===== config.mk =====
export PLATFORM = sky130hd
export DESIGN_NAME = step_playback_ctrl_flat
export DESIGN_NICKNAME = d
export VERILOG_FILES = /design/src/rtl/step_playback_ctrl_if.sv /design/src/rtl/step_playback_ctrl.sv /design/src/flat_wrapper.sv
export SDC_FILE = /design/constraint.sdc
export NUM_CORES = 1
export LEC_CHECK = 0
export ABC_CLOCK_PERIOD_IN_PS = 6960
export BUFFER_PORTS_ARGS = -buffer_cell sky130_fd_sc_hd__clkbuf_2
export CORE_MARGIN = 5
export CORE_UTILIZATION = 45
export CTS_BUF_LIST = sky130_fd_sc_hd__clkbuf_8 sky130_fd_sc_hd__clkbuf_16
export CTS_CLUSTER_DIAMETER = 100
export DETAILED_ROUTE_END_ITERATION = 16
export GPL_TIMING_DRIVEN = 0
export SETUP_SLACK_MARGIN = 0.05
export SLEW_MARGIN = 20
export SYNTH_ARGS = -nofsm -noshare
export SYNTH_HDL_FRONTEND = slang
export SYNTH_SLANG_ARGS = --single-unit

===== constraint.sdc =====
create_clock -name CLOCK_50 -period 6.96 [get_ports CLOCK_50]
set_input_delay 1.392 -clock CLOCK_50 [delete_from_list [all_inputs] [get_ports CLOCK_50]]
set_output_delay 1.392 -clock CLOCK_50 [all_outputs]
set_load 0.03 [all_outputs]

===== src/rtl/step_playback_ctrl_if.sv =====
// Control/status bundle between the input stage, the playback core
// and the audio stage.
interface step_playback_ctrl_if;
    logic        Start;
    logic        Stop;
    logic [9:0]  BPM;
    logic [6:0]  Loops;
    logic [15:0] Mask;
    logic [3:0]  Step;
    logic        Step_tick;
    logic        Note_on;
    logic        Playing;
    logic [6:0]  Loop_count;
    logic        Done;

    modport master (
        output Start, Stop, BPM, Loops, Mask,
        input  Step, Step_tick, Note_on, Playing, Loop_count, Done
    );

    modport slave (
        input  Start, Stop, BPM, Loops, Mask,
        output Step, Step_tick, Note_on, Playing, Loop_count, Done
    );
endinterface


===== src/rtl/step_playback_ctrl.sv =====
// Sequencer timing core: BPM -> step period via a 32-cycle restoring
// divider, then walks the step pattern emitting ticks, notes and loop status.
module step_playback_ctrl #(
    parameter int CLK_HZ         = 50_000_000,
    parameter int NUM_STEPS      = 10,
    parameter int STEPS_PER_BEAT = 1,
    parameter int MIN_BPM        = 30,
    parameter int MAX_BPM        = 300
) (
    input  logic                CLOCK_50,
    input  logic                Reset,
    step_playback_ctrl_if.slave bus
);
    localparam longint NUM_L = longint'(CLK_HZ) * 64'd60;
    localparam logic [31:0] NUM = 32'(NUM_L);
    localparam logic [3:0] LAST = 4'(NUM_STEPS - 1);

    typedef enum logic [1:0] {IDLE, DIV, PLAY} state_t;

    state_t state, state_d;

    logic [31:0] den, num, rem, quot, cnt;
    logic [4:0]  bit_cnt;
    logic [6:0]  loops_q;

    logic [3:0]  step_q, step_d;
    logic [6:0]  lc_q, lc_d;
    logic        tick_q, tick_d;
    logic        note_q, note_d;
    logic        done_q, done_d;
    logic        play_q, play_d;

    logic        accept, div_last, fire, at_last, finish;
    logic [6:0]  lc_inc;
    logic [9:0]  bpm_c;
    logic [32:0] rem_s;
    logic        ge;
    logic [31:0] rem_sub, rem_n, quot_n;

    function automatic logic [31:0] reload(input logic [31:0] p);
        return (p == 32'd0) ? 32'd0 : p - 32'd1;
    endfunction

    assign accept   = (state == IDLE) && bus.Start && !bus.Stop;
    assign div_last = (state == DIV) && (bit_cnt == 5'd31);
    assign fire     = (state == PLAY) && (cnt == 32'd0);
    assign at_last  = (step_q == LAST);
    assign lc_inc   = (lc_q == 7'd127) ? lc_q : lc_q + 7'd1;
    assign finish   = fire && at_last && (loops_q != 7'd0)
                      && (lc_inc >= loops_q);

    assign bpm_c = (bus.BPM < 10'(MIN_BPM)) ? 10'(MIN_BPM) :
                   (bus.BPM > 10'(MAX_BPM)) ? 10'(MAX_BPM) : bus.BPM;

    // One restoring-division step: shift in next numerator bit, try subtract.
    assign rem_s   = {rem, num[31]};
    assign ge      = (rem_s >= {1'b0, den});
    assign rem_sub = rem_s[31:0] - den;
    assign rem_n   = ge ? rem_sub : rem_s[31:0];
    assign quot_n  = {quot[30:0], ge};

    always_ff @(posedge CLOCK_50 or posedge Reset) begin
        if (Reset) state <= IDLE;
        else       state <= state_d;
    end

    always_comb begin
        state_d = state;
        unique case (state)
            IDLE: if (accept) state_d = DIV;
            DIV: begin
                if (bus.Stop)     state_d = IDLE;
                else if (div_last) state_d = PLAY;
            end
            PLAY: begin
                if (bus.Stop || finish) state_d = IDLE;
            end
            default: state_d = IDLE;
        endcase
    end

    always_comb begin
        step_d = step_q;
        lc_d   = lc_q;
        tick_d = 1'b0;
        done_d = 1'b0;
        play_d = (state_d == DIV) || (state_d == PLAY);
        unique case (state)
            IDLE: begin
                if (accept) begin
                    step_d = 4'd0;
                    lc_d   = 7'd0;
                end
            end
            DIV: begin
                if (bus.Stop) begin
                    step_d = 4'd0;
                end else if (div_last) begin
                    step_d = 4'd0;
                    tick_d = 1'b1;
                end
            end
            PLAY: begin
                if (bus.Stop) begin
                    step_d = 4'd0;
                end else if (fire && !at_last) begin
                    step_d = step_q + 4'd1;
                    tick_d = 1'b1;
                end else if (fire) begin
                    lc_d   = lc_inc;
                    step_d = 4'd0;
                    done_d = finish;
                    tick_d = !finish;
                end
            end
            default: step_d = 4'd0;
        endcase
        note_d = tick_d & bus.Mask[step_d];
    end

    always_ff @(posedge CLOCK_50 or posedge Reset) begin
        if (Reset) begin
            den     <= '0;
            num     <= '0;
            rem     <= '0;
            quot    <= '0;
            cnt     <= '0;
            bit_cnt <= '0;
            loops_q <= '0;
            step_q  <= '0;
            lc_q    <= '0;
            tick_q  <= 1'b0;
            note_q  <= 1'b0;
            done_q  <= 1'b0;
            play_q  <= 1'b0;
        end else begin
            step_q <= step_d;
            lc_q   <= lc_d;
            tick_q <= tick_d;
            note_q <= note_d;
            done_q <= done_d;
            play_q <= play_d;
            if (accept) begin
                den     <= 32'(bpm_c) * 32'(STEPS_PER_BEAT);
                loops_q <= bus.Loops;
                num     <= NUM;
                rem     <= '0;
                quot    <= '0;
                bit_cnt <= '0;
            end else if (state == DIV) begin
                rem     <= rem_n;
                num     <= {num[30:0], 1'b0};
                quot    <= quot_n;
                bit_cnt <= bit_cnt + 5'd1;
                if (div_last) cnt <= reload(quot_n);
            end else if (state == PLAY) begin
                cnt <= fire ? reload(quot) : cnt - 32'd1;
            end
        end
    end

    assign bus.Step       = step_q;
    assign bus.Step_tick  = tick_q;
    assign bus.Note_on    = note_q;
    assign bus.Playing    = play_q;
    assign bus.Loop_count = lc_q;
    assign bus.Done       = done_q;
endmodule


===== src/flat_wrapper.sv =====
// flat-port wrapper written by rule: the top's interface ports become plain ports
module step_playback_ctrl_flat 
#(
    parameter int CLK_HZ         = 50_000_000,
    parameter int NUM_STEPS      = 10,
    parameter int STEPS_PER_BEAT = 1,
    parameter int MIN_BPM        = 30,
    parameter int MAX_BPM        = 300
)
  (CLOCK_50, Reset, bus_Start, bus_Stop, bus_BPM, bus_Loops, bus_Mask, bus_Step, bus_Step_tick, bus_Note_on, bus_Playing, bus_Loop_count, bus_Done);
  step_playback_ctrl_if bus_i ();
  input  logic CLOCK_50;
  input  logic Reset;
  input wire logic [$bits(bus_i.Start)-1:0] bus_Start;
  input wire logic [$bits(bus_i.Stop)-1:0] bus_Stop;
  input wire logic [$bits(bus_i.BPM)-1:0] bus_BPM;
  input wire logic [$bits(bus_i.Loops)-1:0] bus_Loops;
  input wire logic [$bits(bus_i.Mask)-1:0] bus_Mask;
  output wire logic [$bits(bus_i.Step)-1:0] bus_Step;
  output wire logic [$bits(bus_i.Step_tick)-1:0] bus_Step_tick;
  output wire logic [$bits(bus_i.Note_on)-1:0] bus_Note_on;
  output wire logic [$bits(bus_i.Playing)-1:0] bus_Playing;
  output wire logic [$bits(bus_i.Loop_count)-1:0] bus_Loop_count;
  output wire logic [$bits(bus_i.Done)-1:0] bus_Done;
  assign bus_i.Start = bus_Start;
  assign bus_i.Stop = bus_Stop;
  assign bus_i.BPM = bus_BPM;
  assign bus_i.Loops = bus_Loops;
  assign bus_i.Mask = bus_Mask;
  assign bus_Step = bus_i.Step;
  assign bus_Step_tick = bus_i.Step_tick;
  assign bus_Note_on = bus_i.Note_on;
  assign bus_Playing = bus_i.Playing;
  assign bus_Loop_count = bus_i.Loop_count;
  assign bus_Done = bus_i.Done;
  step_playback_ctrl #(.CLK_HZ(CLK_HZ), .NUM_STEPS(NUM_STEPS), .STEPS_PER_BEAT(STEPS_PER_BEAT), .MIN_BPM(MIN_BPM), .MAX_BPM(MAX_BPM)) u_core (.CLOCK_50(CLOCK_50), .Reset(Reset), .bus(bus_i));
endmodule

; Yosys cells after proc, flatten, opt, wreduce, memory -nomap -nowiden
; Index checks and enable logic that the tools add are counted.
[word_totals]
register_bits = 167
latchBits = 0
ram_bits = 0
romBits = 0
input_bits = 37
word_cells = 110
memories = 0
[classes]
addsub = 7
multipliers = 0
n_div = 0
magnitude_cmp = 5
n_eq_ne = 12
shifts = 0
muxes = 47
bitwise_logic = 2
reduce_logical = 23
[op_table]
columns = op, count
row1 = $mux 32, 13
row2 = $logic_not 32->1, 3
row3 = $sub 32x1->32 const B, 3
row4 = $mux 7, 5
row5 = $ge 33x10->1, 1
row6 = $sub 32x10->32, 1
row7 = $mux 4, 6
row8 = $mux 10, 2
row9 = $pmux 7 s2, 1
row10 = $pmux 4 s3, 1
row11 = $gt 10x9->1 const B, 1
row12 = $lt 10x5->1 const B, 1
row13 = $mux 1, 10
row14 = $mux 5, 2
row15 = $logic_and 1x1->1, 8
row16 = $mux 2, 4
row17 = $add 7x1->7 const B, 1
row18 = $eq 7x7->1 const B, 1
row19 = $ge 7x7->1, 1
row20 = $reduce_bool 7->1, 1
row21 = $ne 2x1->1 const B, 3
row22 = $pmux 2 s3, 1
row23 = $reduce_bool 2->1, 3
row24 = $add 5x1->5 const B, 1
row25 = other kinds (16), 22

; Longest topological paths before layout
[depth]
word_depth = 11
mapped_depth = 16

; Worst setup path before layout
; Ideal clock, no wire load.
[synth_timing]
path_kind = reg2reg
startpoint = register u_core.rem[26]
endpoint = register u_core.cnt[28]
setup_ns = 0.133
t_arrival_ns = 3.512
required_time_ns = 6.827
setup_slack_ns = 3.315
path_stages_with_launch = 15
n_path_buf = 1
period_less_slack_ns = 3.645
path_cell_list = dfrtp_1 -> or4_1 -> nor4bb_1 -> nand2_1 -> a41o_2 -> nor3_1 -> buf_2 -> ha_1 -> nand4_1 -> nor2b_1 -> nand2_1 -> nor3_1 -> xor2_1 -> a221oi_1 -> a21oi_1
[synth_between]
elab_chain_len = 5
[synth_lines]
columns = element, line
row1 = "start, declared", step_playback_ctrl.sv:22  ; logic [31:0] den, num, rem, quot, cnt;
row2 = "start signal, assigned", step_playback_ctrl.sv:151  ; rem <= rem_n;
row3 = $ge 33x10->1 (*), step_playback_ctrl.sv:57  ; assign ge = (rem_s >= {1'b0, den});
row4 = $sub 32x1->32 / $logic_not 32->1 (equally long branches), step_playback_ctrl.sv:41  ; return (p == 32'd0) ? 32'd0 : p - 32'd1;
row5 = $mux 32 (*), step_playback_ctrl.sv:41
row6 = $mux 32 (*), step_playback_ctrl.sv:155  ; if (div_last) cnt <= reload(quot_n);
row7 = $mux 32 (*), step_playback_ctrl.sv:150  ; end else if (state == DIV) begin
row8 = "end signal, assigned", step_playback_ctrl.sv:155
row9 = "end signal, assigned", step_playback_ctrl.sv:157  ; cnt <= fire ? reload(quot) : cnt - 32'd1;
row10 = "end, declared", step_playback_ctrl.sv:22
; Mark *: on every way between the ends. The rest lies on a longest branch, timed or not. The select of a mux whose other input is x is not followed.
; A chain may end at the register's enable or synchronous reset.

; Worst setup path after layout
[layout_timing]
startpoint = register u_core.rem[10]
endpoint = register u_core.cnt[28]
; Same word-level chain as after synthesis.

==> key figures <==
GRT
  • Initial antenna violation count: 0
  • First-pass GRT wire length: 48,840 µm
  • Routing usage on met1: 32.59%
  • Tot GR Track Use: 22.81%
  • Total gr overflow: 0
  • Most used routing layer: met2
  • Largest net degree at the start of global routing: 91
  • Met3 Usage GRT: 3.898%
  • GR Util met2: 36.38%
  • Vias in the first global route: 9,034

Clock network
  • Clk root buf: clkbuf_16
  • Clock Latency Late Sink: 0.43 ns
  • Post-CTS Setup Bufs: 0
  • CTS tree: done
  • CTS Buffer Depth: 2
  • Num CTS Buffers: 17
  • Clock sinks: 158
  • Post-CTS Hold Buffers: 0
  • Clock-pin slew on the worst setup and hold paths: 0.07 ns
  • CTS H-tree lvls: 4
  • Post-cts sizing count: 0

Yosys
  • Cell taking the most area after synthesis: dfrtp_1
  • Average size of a mapped cell: 8.519 µm²
  • Synthesized area: 10,520 µm²
  • Commonest cells post-synth: dfrtp_1 (158), nor2_1 (121), nand2_1 (106), a21oi_1 (85), o21ai_0 (84)
  • Most common cell in the netlist: dfrtp_1
  • Prevailing post-synth register cell: dfrtp_1
  • EDFF count, synth: 0
  • Synth cell types: 75
  • Mapped Cells: 1,235
  • Yosys warnings: 0
  • Register area share after synthesis: 37.58%
  • Synth top area share: 37.58%
  • Largest family of logic cells by synthesized area: simple AND/OR/NAND/NOR gates
  • Post-synthesis register bit count: 158
  • Post-synthesis compound-gate area fraction: 17.49%
  • Ranking of synthesized cells by area: dfrtp_1 (38%), mux2i_1 (6.5%), xnor2_1 (5.3%)
  • Synth Area in Adders: 3.877%
  • Synthesized Nets: 1,304
  • Simple-gate portion of the synthesized area: 21.64%
  • Xor/xnor share of the synthesized area: 7.908%
  • Proportion of synthesized area in mux cells: 6.826%
  • Ys async rst share: 100.0%

Critical path
  • Crit-path max cell delay: 0.62 ns
  • Crit Path Class: reg2reg
  • Top cell by count, worst path: nor3_1
  • Slowest-stage cell, CP: nor3_1
  • Critical Path RT: 7.25 ns
  • Flop2flop setup slack: 2.09 ns
  • Crit start category: flop
  • Critical path cell sequence: or4_4 > or2_2 > nor4_1 > o21ai_1 > nor3_1 > buf_2 > ha_1 > nand4_1 > nor2b_1 > nand2_1 > nor3_1 > xor2_1 > a221oi_1 > a21oi_1
  • Crit-path max FO: 11
  • Crit end category: flop
  • WP data arrival: 5.16 ns

Finish
  • Nets: 1,375
  • Finished Layout Cells: 1,638
  • Share of cells above drive strength 1: 8.491%
  • Design area: 11,810 µm²
  • Area Overhead vs Synth: 12.21%
  • Ant diodes: 0

Place
  • IO buf count: 51
  • # placed instances: 1,606
  • Place WS: 2.155 ns
  • Placed Instance Area: 11,210 µm²
  • Placer Congestion: 0.8808
  • Detailed Place HPWL: 21,340 µm

Timing
  • Max_slew headroom: 31.13%
  • Tightest Pin Transition: 1.027 ns
  • Setup ws final: 2.092 ns
  • Fin. Hold Viols: 0
  • Fin crit period: 4.868 ns
  • Fmax: 205.4 MHz
  • Crit share post-route: 69.95%
  • RSZ-0062 raised after global routing: false
  • Max-slew violations: 0
  • # setup viols final: 0
  • Clock Skews: 0.01179 ns

Floorplan
  • IO Pins: 52
  • DIE HEIGHT: 162.9 µm
  • Die X-Extent: 162.9 µm
  • Cell Rows: 56
  • Starting density of the core: 45.23%
  • Core area: 23,260 µm²
  • Die footprint: 26,540 µm²

Routing
  • Antenna Nets Post-Route: 0
  • Final wirelength: 29,330 µm
  • Routed WL per cell: 17.91 µm
  • Detailed Routing Iterations Pass 1: 5
  • Via density: 5.630
  • Vias: 9,222
  • Post-route DRC: 0
  • DRT iter0 DRCs: 606

Pwr
  • Pwr Total: 4.875 mW
  • VDD IR max: 0.0002141 V
  • Leak pwr: 5.048 nW
  • Pwr dens: 412.9 nW/µm²

Run
  • Max-Cap Viols: 0

Run status
  • Outcome: finished, final reports clean

Min path
  • Hold crit path type: reg2reg
[cells in the final DEF, fill, tap and decap left out, types with 26 or more instances in the layout]
cell type,synthesis,final
a21oi_1,85,85
clkbuf_1,74,74
clkbuf_2,0,51
dfrtp_1,158,158
ha_1,31,31
inv_1,37,37
mux2i_1,68,68
nand2_1,106,106
nand3_1,26,26
nor2_1,121,121
nor3_1,56,56
nor4_1,40,40
o21ai_0,84,84
xnor2_1,64,64
xor2_1,31,31
[metal layers]
layer / wire (µm) / share of wire, %
met4: 450 / 1.5
met1: 13900 / 47
met5: 0 / 0
met2: 13630 / 46
met3: 1343 / 4.6
[state kept, by name, indices dropped and copies added, names as in the netlist]
name,flops
u_core.cnt,32
u_core.quot,32
u_core.rem,32
u_core.num,23
u_core.den,10
u_core.bus.Loop_count,7
u_core.loops_q,7
u_core.bit_cnt,5
u_core.bus.Step,4
u_core.state,2
u_core.bus.Done,1
u_core.bus.Note_on,1
u_core.bus.Playing,1
u_core.bus.Step_tick,1
[metrics by stage]
step                      util, %  TNS, ns  hold WS (ns)
after floorplan                 -        0        0.4495
after global placement      48.04  -120.97        0.4685
after detailed placement    48.19        0        0.4679
after CTS                   50.75        0        0.4899
after global routing        50.75        0        0.5019
final                       50.75        0        0.4866
[final timing paths]
kind | depth (start not counted) | from | end
max | 14 | u_core.rem[10]$_DFFE_PP0P_ | u_core.cnt[28]$_DFFE_PP0P_
min | 1 | u_core.num[9]$_DFFE_PP0P_ | u_core.num[9]$_DFFE_PP0P_
max reg2reg | 14 | u_core.rem[10]$_DFFE_PP0P_ | u_core.cnt[28]$_DFFE_PP0P_
min reg2reg | 1 | u_core.num[9]$_DFFE_PP0P_ | u_core.num[9]$_DFFE_PP0P_
max in group asynchronous | 3 | Reset | u_core.quot[31]$_DFFE_PP0P_
min in group asynchronous | 2 | Reset | u_core.num[26]$_DFFE_PP0P_
[cell type report]
cell class / instances / area (µm²)
fill: 2304 / 11460
multi-input combinational: 948 / 6076
tap: 319 / 399.1
clock inverter: 14 / 156.4
inverter: 38 / 150.1
buffer: 91 / 349.1
sequential: 158 / 3954
timing repair buffer: 52 / 282.8
clock buffer: 18 / 439.2
[power by group]
| group | switching, mW | internal, mW | leakage, nW |
|---|---|---|---|
| Clock | 0.425 | 0.546 | 0.297 |
| Sequential | 0.278 | 1.23 | 2.00 |
| Combinational | 1.46 | 0.936 | 2.75 |
[cell families (layout without fill, tap and decap cells)]
family	Yosys count	in the layout
fa+ha+maj	32	32
compound gates	291	291
flops	158	158
buf+inv	129	213
simple gates	459	459
mux	71	71
xor+xnor	95	95
[worst max-delay path: cells and delay by family (launching register included)]
family / cells / cell delay (ns)
simple gates: 8 / 2.68
fa+ha+maj: 1 / 0.36
flops: 1 / 0.42
xor+xnor: 1 / 0.09
compound gates: 3 / 0.71
buf+inv: 1 / 0.47
(Power assumes the default switching activity.)
